### src/rtl/uart_pkg.sv
// Shared register map, bit positions and TX sequencer states for the UART controller.
package uart_pkg;

    localparam logic [1:0] UART_DATA   = 2'd0;
    localparam logic [1:0] UART_STATUS = 2'd1;
    localparam logic [1:0] UART_BAUD   = 2'd2;
    localparam logic [1:0] UART_CTRL   = 2'd3;

    localparam int ST_RXNE    = 0;
    localparam int ST_RXFULL  = 1;
    localparam int ST_OVR     = 2;
    localparam int ST_HOLD    = 3;
    localparam int ST_TXBUSY  = 4;

    localparam int CTRL_RX_EN   = 0;
    localparam int CTRL_TX_EN   = 1;
    localparam int CTRL_RXNE_IE = 2;
    localparam int CTRL_OVR_IE  = 3;

    localparam logic [13:0] DEFAULT_BAUD_DIV = 14'd5208;

    typedef enum logic [1:0] {IDLE, LAUNCH, ARM, ACTIVE} tx_state_t;

    // A zero divisor would stall the bit-rate counters, so it is forced to 1.
    function automatic logic [13:0] baud_coerce(input logic [13:0] v);
        return (v == 14'd0) ? 14'd1 : v;
    endfunction

endpackage

### src/rtl/uart_rx_fifo.sv
// Receive byte FIFO; a push into a full FIFO is accepted only when a pop frees a slot the same cycle.
module uart_rx_fifo #(
    parameter int DEPTH = 8,
    parameter int AW    = $clog2(DEPTH)
) (
    input  logic         clk,
    input  logic         reset,
    input  logic         push,
    input  logic         pop,
    input  logic [7:0]   din,
    output logic [7:0]   dout,
    output logic         full,
    output logic         empty,
    output logic [AW:0]  count,
    output logic         overflow
);

    logic [DEPTH-1:0][7:0] mem;
    logic [AW-1:0]         wr_ptr, rd_ptr;
    logic                  do_push, do_pop;

    assign empty    = (count == '0);
    assign full     = (count == (AW+1)'(DEPTH));
    assign do_pop   = pop & ~empty;
    assign do_push  = push & (~full | do_pop);
    assign overflow = push & full & ~do_pop;
    assign dout     = mem[rd_ptr];

    always_ff @(posedge clk) begin
        if (do_push) mem[wr_ptr] <= din;
    end

    always_ff @(posedge clk) begin
        if (reset) begin
            wr_ptr <= '0;
            rd_ptr <= '0;
            count  <= '0;
        end else begin
            if (do_push) wr_ptr <= wr_ptr + AW'(1);
            if (do_pop)  rd_ptr <= rd_ptr + AW'(1);
            case ({do_push, do_pop})
                2'b10:   count <= count + 1'b1;
                2'b01:   count <= count - 1'b1;
                default: count <= count;
            endcase
        end
    end

endmodule

### src/rtl/uart_ctrl.sv
// CPU-facing UART controller: register decode, RX byte buffering, TX holding register and launch sequencer.
module uart_ctrl #(
    parameter int          RX_DEPTH         = 8,
    parameter logic [13:0] DEFAULT_BAUD_DIV = uart_pkg::DEFAULT_BAUD_DIV
) (
    input  logic        clk,
    input  logic        reset,
    input  logic        bus_sel,
    input  logic        bus_we,
    input  logic [1:0]  bus_addr,
    input  logic [31:0] bus_wdata,
    output logic [31:0] bus_rdata,
    output logic        bus_rvalid,
    input  logic        rx_done,
    input  logic [7:0]  rx_data,
    input  logic        tx_busy,
    output logic        tx_start,
    output logic [7:0]  tx_data,
    output logic [13:0] baudrate_reg,
    output logic        irq
);
    import uart_pkg::*;

    localparam int AW = $clog2(RX_DEPTH);

    logic [3:0]  ctrl;
    logic        overrun;
    logic        hold_full;
    logic [7:0]  hold_data;
    tx_state_t   state;

    logic        rd_req, wr_req, fifo_pop, fifo_push;
    logic [7:0]  fifo_head;
    logic        fifo_full, fifo_empty, fifo_ovf;
    logic [AW:0] fifo_count;
    logic [31:0] status_word, rd_word;
    logic        unused_wdata;

    assign rd_req       = bus_sel & ~bus_we;
    assign wr_req       = bus_sel & bus_we;
    assign fifo_pop     = rd_req && (bus_addr == UART_DATA);
    assign fifo_push    = rx_done & ctrl[CTRL_RX_EN];
    assign unused_wdata = ^bus_wdata[31:14];

    uart_rx_fifo #(.DEPTH(RX_DEPTH)) u_rx_fifo (
        .clk      (clk),
        .reset    (reset),
        .push     (fifo_push),
        .pop      (fifo_pop),
        .din      (rx_data),
        .dout     (fifo_head),
        .full     (fifo_full),
        .empty    (fifo_empty),
        .count    (fifo_count),
        .overflow (fifo_ovf)
    );

    always_comb begin
        status_word            = '0;
        status_word[ST_RXNE]   = ~fifo_empty;
        status_word[ST_RXFULL] = fifo_full;
        status_word[ST_OVR]    = overrun;
        status_word[ST_HOLD]   = hold_full;
        status_word[ST_TXBUSY] = tx_busy;
        status_word[15:8]      = 8'(fifo_count);
    end

    always_comb begin
        rd_word = '0;
        case (bus_addr)
            UART_DATA:   rd_word = fifo_empty ? 32'd0 : {24'd0, fifo_head};
            UART_STATUS: rd_word = status_word;
            UART_BAUD:   rd_word = {18'd0, baudrate_reg};
            UART_CTRL:   rd_word = {28'd0, ctrl};
            default:     rd_word = '0;
        endcase
    end

    always_ff @(posedge clk) begin
        if (reset) begin
            bus_rdata    <= '0;
            bus_rvalid   <= 1'b0;
            baudrate_reg <= DEFAULT_BAUD_DIV;
            ctrl         <= '0;
            overrun      <= 1'b0;
            irq          <= 1'b0;
        end else begin
            bus_rvalid <= rd_req;
            if (rd_req) bus_rdata <= rd_word;
            if (wr_req && bus_addr == UART_BAUD) baudrate_reg <= baud_coerce(bus_wdata[13:0]);
            if (wr_req && bus_addr == UART_CTRL) ctrl <= bus_wdata[3:0];
            // A fresh overrun beats a same-cycle software clear.
            if (fifo_ovf)
                overrun <= 1'b1;
            else if (wr_req && bus_addr == UART_STATUS && bus_wdata[ST_OVR])
                overrun <= 1'b0;
            irq <= (ctrl[CTRL_RXNE_IE] & ~fifo_empty) | (ctrl[CTRL_OVR_IE] & overrun);
        end
    end

    // Hold is freed on the launch edge so the CPU can queue the next byte during LAUNCH.
    always_ff @(posedge clk) begin
        if (reset) begin
            state     <= IDLE;
            hold_full <= 1'b0;
            hold_data <= '0;
            tx_start  <= 1'b0;
            tx_data   <= '0;
        end else begin
            tx_start <= 1'b0;
            case (state)
                IDLE: begin
                    if (hold_full && ctrl[CTRL_TX_EN] && !tx_busy) begin
                        tx_data   <= hold_data;
                        hold_full <= 1'b0;
                        tx_start  <= 1'b1;
                        state     <= LAUNCH;
                    end
                end
                LAUNCH:  state <= ARM;
                ARM:     state <= ACTIVE;
                ACTIVE:  if (!tx_busy) state <= IDLE;
                default: state <= IDLE;
            endcase
            if (wr_req && bus_addr == UART_DATA && !hold_full) begin
                hold_full <= 1'b1;
                hold_data <= bus_wdata[7:0];
            end
        end
    end

endmodule

### config.mk
export PLATFORM = sky130hd
export DESIGN_NAME = uart_ctrl
export DESIGN_NICKNAME = d
export VERILOG_FILES = /design/src/rtl/uart_pkg.sv /design/src/rtl/uart_rx_fifo.sv /design/src/rtl/uart_ctrl.sv
export SDC_FILE = /design/constraint.sdc
export NUM_CORES = 1
export LEC_CHECK = 0
export ABC_CLOCK_PERIOD_IN_PS = 6100
export BUFFER_PORTS_ARGS = -buffer_cell sky130_fd_sc_hd__buf_2
export CAP_MARGIN = 20
export CELL_PAD_IN_SITES_DETAIL_PLACEMENT = 0
export CELL_PAD_IN_SITES_GLOBAL_PLACEMENT = 2
export CORE_MARGIN = 4
export CORE_UTILIZATION = 39
export CTS_CLUSTER_SIZE = 16
export DETAILED_ROUTE_END_ITERATION = 12
export PLACE_DENSITY = 0.87
export SLEW_MARGIN = 20
export SYNTH_ARGS = -nofsm -noshare
export SYNTH_HDL_FRONTEND = slang
export SYNTH_HIERARCHICAL = 1
export SYNTH_SLANG_ARGS = --single-unit
### constraint.sdc
create_clock -name clk -period 6.1 [get_ports clk]
set_input_delay 1.22 -clock clk [delete_from_list [all_inputs] [get_ports clk]]
set_output_delay 1.22 -clock clk [all_outputs]
set_load 0.005 [all_outputs]
Word level (Yosys, flattened, before mapping)
Cells that the tools add are included.

word-level totals
  flip-flop bits (word level) = 147
  bits in latches = 0
  RAM bits = 0
  ROM bits = 0
  input bits = 48
  output and inout bits = 57
  logic and storage cells = 98
  memories = 0

cells by class
  add/sub/neg operators = 4
  multiply operators = 0
  divide/modulo/power cells = 0
  $lt $le $gt $ge = 3
  equal/unequal tests = 11
  shift operators = 0
  multiplexer cells = 18
  bitwise logic cells = 16
  reduce and logical (&&, ||, !) cells = 24

operators with widths
  kind                   number
  $pmux W32 S4           1
  $bwmux W64             1
  $bmux W8 S3            1
  $demux W8 S3           1
  $mux W8                3
  $logic_not A14 Y1      1
  $mux W14               1
  $eq A2 B2 Y1 const B   5
  $logic_and A1 B1 Y1    10
  $and A1 B1 Y1          9
  $lt A3 B4 Y1 const B   2
  $pmux W2 S4            1
  $pmux W4 S2            1
  $reduce_bool A2 Y1     4
  $add A3 B1 Y3 const B  2
  $eq A2 B1 Y1 const B   3
  $mux W1                6
  $reduce_and A2 Y1      3
  $not A1 Y1             5
  $add A4 B1 Y4 const B  1
  $eq A4 B4 Y1 const B   1
  $logic_not A2 Y1       2
  $logic_not A4 Y1       1
  $mux W2                2
  other kinds (6)        9

Longest topological paths before layout
Gate-level depths: netlist (run 1).

  depth after elaboration = 8
  depth in mapped cells = 12
  gate-level depth less buffers = 10

Hierarchy
Netlist (run 1), hierarchy kept.

modules (own cells, without submodules)
  module        times used  cells an instance  area each (µm²)  sequential area each (µm²)
  uart_rx_fifo  1           163                3,022.9          2,122.0
  uart_ctrl     1           292                2,488.6          1,101.1

Least setup slack after synthesis (run 1)
No wires, ideal clock.

  kind = input to register
  start = input port bus_we
  end = register u_rx_fifo.count[3]
  library setup time = 0.121 ns
  arrival time = 3.596 ns
  data required time = 5.979 ns
  path slack = 2.383 ns
  stages on the path = 9
  path buffers = 2
  cell sequence = nand2b_1 > buf_2 > buf_6 > nor3_1 > o41a_1 > ha_1 > or3_1 > o32ai_1 > mux2_2

on the way
  word-level cells in the longest chain between the ends = 8
  elaborated cells between the ends (all ways) = 10
  those cells by class = eq/ne (2); mux (1); bitwise (5); reduce/logical (2)

ends and longest elaborated chain
  what                                                      line                source
  from (decl)                                               uart_ctrl.sv:9      input logic bus_we,
  $not A1 Y1 *                                              uart_ctrl.sv:39     assign rd_req = bus_sel & ~bus_we;
  $and A1 B1 Y1 *                                           uart_ctrl.sv:39
  $logic_and A1 B1 Y1 *                                     uart_ctrl.sv:41     assign fifo_pop = rd_req && (bus_addr == UART_DATA);
  named net fifo_pop                                        uart_ctrl.sv:32     logic rd_req, wr_req, fifo_pop, fifo_push;
  $and A1 B1 Y1 *                                           uart_rx_fifo.sv:24  assign do_pop = pop & ~empty;
  named net u_rx_fifo.do_pop                                uart_rx_fifo.sv:20  logic do_push, do_pop;
  $or A1 B1 Y1                                              uart_rx_fifo.sv:25  assign do_push = push & (~full | do_pop);
  $and A1 B1 Y1                                             uart_rx_fifo.sv:25
  $eq A2 B1 Y1 / $eq A2 B2 Y1 (equally long branches)       uart_rx_fifo.sv:41  case ({do_push, do_pop})
  $pmux W4 S2 / $reduce_bool A2 Y1 (equally long branches)  --
  to (signal assigned)                                      uart_rx_fifo.sv:42  2'b10: count <= count + 1'b1;
  to (signal assigned)                                      uart_rx_fifo.sv:43  2'b01: count <= count - 1'b1;
  to (signal assigned)                                      uart_rx_fifo.sv:44  default: count <= count;
  to (decl)                                                 uart_rx_fifo.sv:14  output logic [AW:0] count,

The timed path passes the listed nets; every way through them passes the cells marked *.
A chain may end at the register's enable or synchronous reset.

Final worst setup path (run 1)
Same ends and word-level chain as after synthesis.

==> flow_summary.ini, run 1 <==
[global_routing]
grt_usage_pct = 15.9
grt-ovfl-total = 0
grt_antenna_before_repair = 0
grt_max_degree = 67
grt_pass1_wl_mm = 19.7
grt_pass1_vias = 3597

[layout]
fin_util_pct = 46.9
fillCellCount = 1288
final_cell_mix = buf_2, dfxtp_1, edfxtp_1
regArea_um2 = 3220
multi_input_area_um2 = 2020
drive_above_1_share_pct = 26.5
largest_reg_flops = 64
diodes = 0
syn_to_final_growth_pct = 18.1
final_common_cell = buf_2
nets = 577

[floorplan]
die-area_um2 = 16100
initial_core_util_pct = 39.7
core_area_um2 = 13900
die-width_um = 127
fp.dieH_um = 127
pin_count = 105
rows = 43

[yosys]
syn_avg_cell_area_um2 = 12.1
synth_area_um2 = 5510
ys_seq_area_share_pct = 58.5
ys.flop_type = dfxtp_1
synthCells = 455
synth-warning-count = 6
synth_edf_count = 64
postSynth.asyncResetShare_pct = 0
synth-seq-cells = 129
synthDistinctLibCells = 54

[sta]
finalSetupViolations = 0
finalCriticalPeriod_ns = 3.92
fin_tns_setup_ns = 0
period_share_pct = 64.2
finClkSkew_ns = 0.00961
maxSlewHeadroom_pct = 35.1
rsz0062_at_grt = no
hold_viol = 0
max_freq_ghz = 0.255
slew_viol_final = 0
worst_slew_pin_slew_ns = 0.970

[detailed_routing]
wirelength_mm = 12.4
drc_errors = 0
wire_per_inst_um = 17.4
final_antenna_net_count = 0
drt_first_iter_violations = 150
first_pass_iters = 4
via_count = 3652
vias_per_cell = 5.12

[cts]
hold_buffers = 0
cts_sinks = 129
ctsResizeCount = 0
h-tree-depth = 4
cts_setup_buffers = 0
cts-buffers-inserted = 17
cts_tree = yes
clk_path_buf_depth = 2
clk_pin_slew_worst_paths_ns = 0.06
cts_root_buffer = clkbuf_16
clk_latency_ns = 0.41

[critical_path]
crit-reg2reg-launch = u_rx_fifo/count[0]
cp.required_ns = 6.40
critical-path-top-delay-family = simple AND/OR/NAND/NOR gates
path_class = in2reg
cp_max_fo = 16
crit_slowest_cell = nor3_1
worstPathArrival_ns = 4.22
crit_chain = buf_2 > nand2b_1 > nor3_1 > o41a_1 > ha_1 > or3_1 > o32ai_1 > mux2_2
end_kind = register
worstSetupStartpointType = primary input
setup.worst_path.start = bus_we
max_stage_delay_ns = 0.70
path_buf_inv = 1

[place]
place_hpwl_mm = 8.30
gp_congestion = 0.794
port_buffers = 68

[hold_path]
hold_class = reg2reg
min_from = hold_data[2]

[pwr]
ir_drop_v = 0.000195
leakagePower_nw = 2.43
power.total_mw = 2.06
power_density_nw_per_um2 = 317

[run]
drv_cap = 0

[run_status]
outcome = finished clean
==> stage by stage <==
step | worst slack, ns | cells | hold WS [ns] | area, µm²
after floorplan | 2.38 | 472 | 0.428 | 5580
after global routing | 1.98 | 713 | 0.466 | 6510
after global placement | 1.85 | 681 | 0.438 | 5880
after detailed placement | 1.79 | 681 | 0.443 | 5880
after CTS | 2.22 | 713 | 0.451 | 6510
final | 2.18 | 713 | 0.448 | 6510
==> kinds of logic after synthesis <==
| family | synth area share [%] |
|---|---|
| adder cells (fa/ha/maj) | 2.04 |
| buffers and inverters | 6.04 |
| flip-flops | 58.5 |
| XOR/XNOR | 1.11 |
| other | 0.0680 |
| AND/OR/NAND/NOR | 13.4 |
| AO/OA/AOI/OAI | 8.60 |
| multiplexers | 10.3 |
==> worst paths after layout <==
path | endpoint | slack (ns) | depth (start not counted)
worst max-delay path | u_rx_fifo/count[3] | 2.18 | 8
worst min-delay path | tx_data[2] | 0.45 | 2
worst max register to register | u_rx_fifo/count[3] | 3.42 | 6
worst min register to register | tx_data[2] | 0.45 | 2
==> worst register-to-register path, cell delays in order (launching register included) <==
cell     delay, ns
dfxtp_1       0.38
or4b_4        0.62
o21ai_4       0.29
ha_1          0.36
or3_1         0.40
o32ai_1       0.15
mux2_2        0.37
==> routing by layer <==
metal  up-vias  wire [µm]  GRT usage (%)
li1       1768          -              -
met1      1769       5570           20.3
met2        97       5950           25.1
met3        18        721           5.05
met4         0        191           6.25
met5         -          0              0
==> synth_stat cells (9+ instances only) <==
cell      number  share of area, %
a21oi_1       34               3.1
buf_4         21               2.9
clkbuf_1      11              0.75
dfxtp_1       65                24
edfxtp_1      64                35
ha_1           9               2.0
mux2_2        10               2.0
mux4_2        16               6.5
nand2_1       54               3.7
nand3_1       16               1.5
nor2_1        31               2.1
nor3_1        10              0.91
o21ai_0       10              0.91
==> power by group <==
| part | switching [mW] | internal, mW |
|---|---|---|
| combinational | 0.0493 | 0.0265 |
| clock | 0.404 | 0.657 |
| sequential | 0.00784 | 0.918 |
| total | 0.461 | 1.60 |
==> cell type report <==
class                           count  area share, %
Clock buffer                       17           6.53
Clock inverter                     15           3.08
Inverter                            6          0.346
Multi-Input combinational cell    291           31.0
Sequential cell                   129           49.5
Tap cell                          180           3.46
Timing Repair Buffer               75           6.03
Power figures use the tool's default switching activity.
==> inputs of run 2 (changes only) <==
--- a/config.mk
+++ b/config.mk
@@ -5,16 +5,17 @@
 export SDC_FILE = /design/constraint.sdc
 export NUM_CORES = 1
 export LEC_CHECK = 0
-export ABC_CLOCK_PERIOD_IN_PS = 6100
+export ABC_AREA = 1
+export ABC_CLOCK_PERIOD_IN_PS = 4059
 export BUFFER_PORTS_ARGS = -buffer_cell sky130_fd_sc_hd__buf_2
 export CAP_MARGIN = 20
 export CELL_PAD_IN_SITES_DETAIL_PLACEMENT = 0
 export CELL_PAD_IN_SITES_GLOBAL_PLACEMENT = 2
 export CORE_MARGIN = 4
-export CORE_UTILIZATION = 39
+export CORE_UTILIZATION = 33
 export CTS_CLUSTER_SIZE = 16
 export DETAILED_ROUTE_END_ITERATION = 12
-export PLACE_DENSITY = 0.87
+export PLACE_DENSITY = 0.82
 export SLEW_MARGIN = 20
 export SYNTH_ARGS = -nofsm -noshare
 export SYNTH_HDL_FRONTEND = slang
==> constraint.sdc (replaced) <==
create_clock -name clk -period 4.06 [get_ports clk]
set_input_delay 0.812 -clock clk [delete_from_list [all_inputs] [get_ports clk]]
set_output_delay 0.812 -clock clk [all_outputs]
set_load 0.005 [all_outputs]
==> run 2 against run 1 <==
Against the previous run:
- synthesized cell count increased by 40%
- clock-buffer cell count is 4 higher
- hold slack gained 0.0053 ns
- highest routed layer unchanged
- clock power up 40%
- utilization shrank 6.6 points
- final area grew 3.1%
- critical path depth increased by 2
==> flow_summary.ini, run 2 <==
[floorplan]
core_area_um2 = 16600
initial_core_util_pct = 33.9
die-width_um = 139
pin_count = 105
fp.dieH_um = 139
rows = 47
die-area_um2 = 19300

[detailed_routing]
wire_per_inst_um = 14.6
first_pass_iters = 4
via_count = 4336
vias_per_cell = 4.58
wirelength_mm = 13.8
final_antenna_net_count = 0
drt_first_iter_violations = 267
drc_errors = 0

[pwr]
pwr-share-clk_pct = 48.9
p_switching_mw = 0.683
pwr-share-seq_pct = 46.3
leakagePower_nw = 2.88
p_int_mw = 2.35
ir_drop_v = 0.000288
p_sw_share_pct = 22.5
combPwrFrac_pct = 4.8
power_density_nw_per_um2 = 451

[sta]
worst_slew_pin_slew_ns = 0.847
fin_tns_setup_ns = 0
period_share_pct = 67.7
finalCriticalPeriod_ns = 2.75
maxSlewHeadroom_pct = 43.3
rsz0062_at_grt = no
finalSetupViolations = 0
slew_viol_final = 0
finClkSkew_ns = 0.00651
hold_viol = 0
max_freq_ghz = 0.364

[global_routing]
grt_pass1_vias = 4047
grt_pass1_wl_mm = 21.7
grt_max_degree = 40
grt_antenna_before_repair = 1
busiest_layer = met2
grt-ovfl-total = 0
grtUsageMet2_pct = 22.3
grt_usage_pct = 14.3
grt_util_met1_pct = 18.9
grt_use_met3_pct = 4.14

[critical_path]
crit_top_cell = inv_1
ff2ff_setup_slack_ns = 1.90
worstPathArrival_ns = 2.88
path_class = in2reg
cp.required_ns = 4.19
max_stage_delay_ns = 0.48
crit_slowest_cell = nor2_1
crit_chain = buf_2 > inv_1 > nand2_1 > nor3_1 > inv_1 > nand4_2 > nand2_4 > or2_4 > nor2_1 > buf_4
end_kind = register
worstSetupStartpointType = primary input
cp_max_fo = 11

[cts]
clk_latency_ns = 0.42
cts_sinks = 129
cts_tree = yes
cts-buffers-inserted = 17
clk_path_buf_depth = 2
ctsResizeCount = 0
hold_buffers = 0
cts_root_buffer = clkbuf_16
h-tree-depth = 4
cts_setup_buffers = 0
clk_pin_slew_worst_paths_ns = 0.05

[layout]
final_common_cell = nand2_1
syn_to_final_growth_pct = 19.0
fin_util_pct = 40.3
drive_above_1_share_pct = 16.9
final_cell_mix = nand2_1, nor2_1, buf_2
largest_reg_flops = 64
nets = 770

[place]
gp_congestion = 0.778
port_buffers = 68
place_hpwl_mm = 9.88

[yosys]
syn_avg_cell_area_um2 = 8.86
ys.flop_type = dfxtp_1
postSynth.asyncResetShare_pct = 0
synth_top_area_share_pct = 34.1
yosys-top-cells-count = nand2_1, nor2_1, dfxtp_1
synthCells = 637
synthDistinctLibCells = 36
yosys.area.top_type = edfxtp_1
yosysMostFrequentCell = nand2_1
synth-seq-cells = 129
synth_edf_count = 64
synth-warning-count = 6
ys_seq_area_share_pct = 57.1
synth_area_um2 = 5640
synth_area_leaders = edfxtp_1, dfxtp_1, nand2_1

[hold_path]
hold_class = reg2reg

[run_status]
outcome = finished clean

[run]
drv_cap = 0
## run 2: cell count changes after synthesis, sizes merged, moves of 6 or more
cell	previous run	this run
a221oi	7	0
a21oi	34	24
mux4	16	0
inv	5	45
o22ai	0	8
nor2	31	118
o21ai	11	61
nor3	11	2
nor2b	6	0
nand2	54	159
mux2	12	0
a211oi	7	0
## run 2: per-layer routing
layer  wire length [µm]  share of wire (%)
met2               6360                 46
met1               6510                 47
met4                235                1.7
met3                702                5.1
met5                  0                  0
## run 2: cells by family after synthesis
kind of cell / synth area share, %
adders and majority gates: 2.00
other: 0.0665
buffers and inverters: 7.92
xor gates and xnor gates: 0.621
DFF: 57.1
AOI/OAI and AO/OA: 8.76
and+or+nand+nor: 22.1
muxes: 1.42
## run 2: power groups by stage
stage          logic, mW  clock network [mW]  registers, mW
3_5_place_dp       0.147                   0           1.43
3_3_place_gp       0.144                   0           1.43
4_1_cts            0.148                1.51           1.40
2_1_floorplan     0.0982                   0           1.42
6_report           0.146                1.48           1.40
5_1_grt            0.167                1.57           1.40
## run 2: worst paths after layout
| path | cells past startpoint | start | to |
|---|---|---|---|
| worst min register to register | 2 | hold_data[0] | tx_data[0] |
| worst min-delay path | 2 | hold_data[0] | tx_data[0] |
| worst max-delay path | 10 | bus_we | u_rx_fifo/mem[35] |
| worst max register to register | 10 | u_rx_fifo/rd_ptr[0] | bus_rdata[1] |
## run 2: stage by stage
step	area [µm²]	power, mW	hold WS (ns)	cells	setup WS (ns)
2_1_floorplan	5710	1.52	0.441	654	1.52
6_report	6710	3.03	0.454	947	1.31
4_1_cts	6710	3.06	0.456	946	1.33
5_1_grt	6710	3.14	0.478	947	1.14
3_5_place_dp	6120	1.58	0.451	914	0.873
3_3_place_gp	6120	1.57	0.448	914	0.885
## run 2: area by class of cell
class / instances / area (µm²)
Antenna cell: 1 / 2.50
Clock buffer: 21 / 482
Clock inverter: 11 / 104
Fill cell: 1683 / 9930
Inverter: 46 / 173
Multi-Input combinational cell: 441 / 2040
Sequential cell: 129 / 3220
Tap cell: 220 / 275
Timing Repair Buffer: 78 / 415
## run 2: critical path: cells and delay by family
kind          cells  cell delay, ns
simple gates      6            1.55
buf+inv           4            0.51
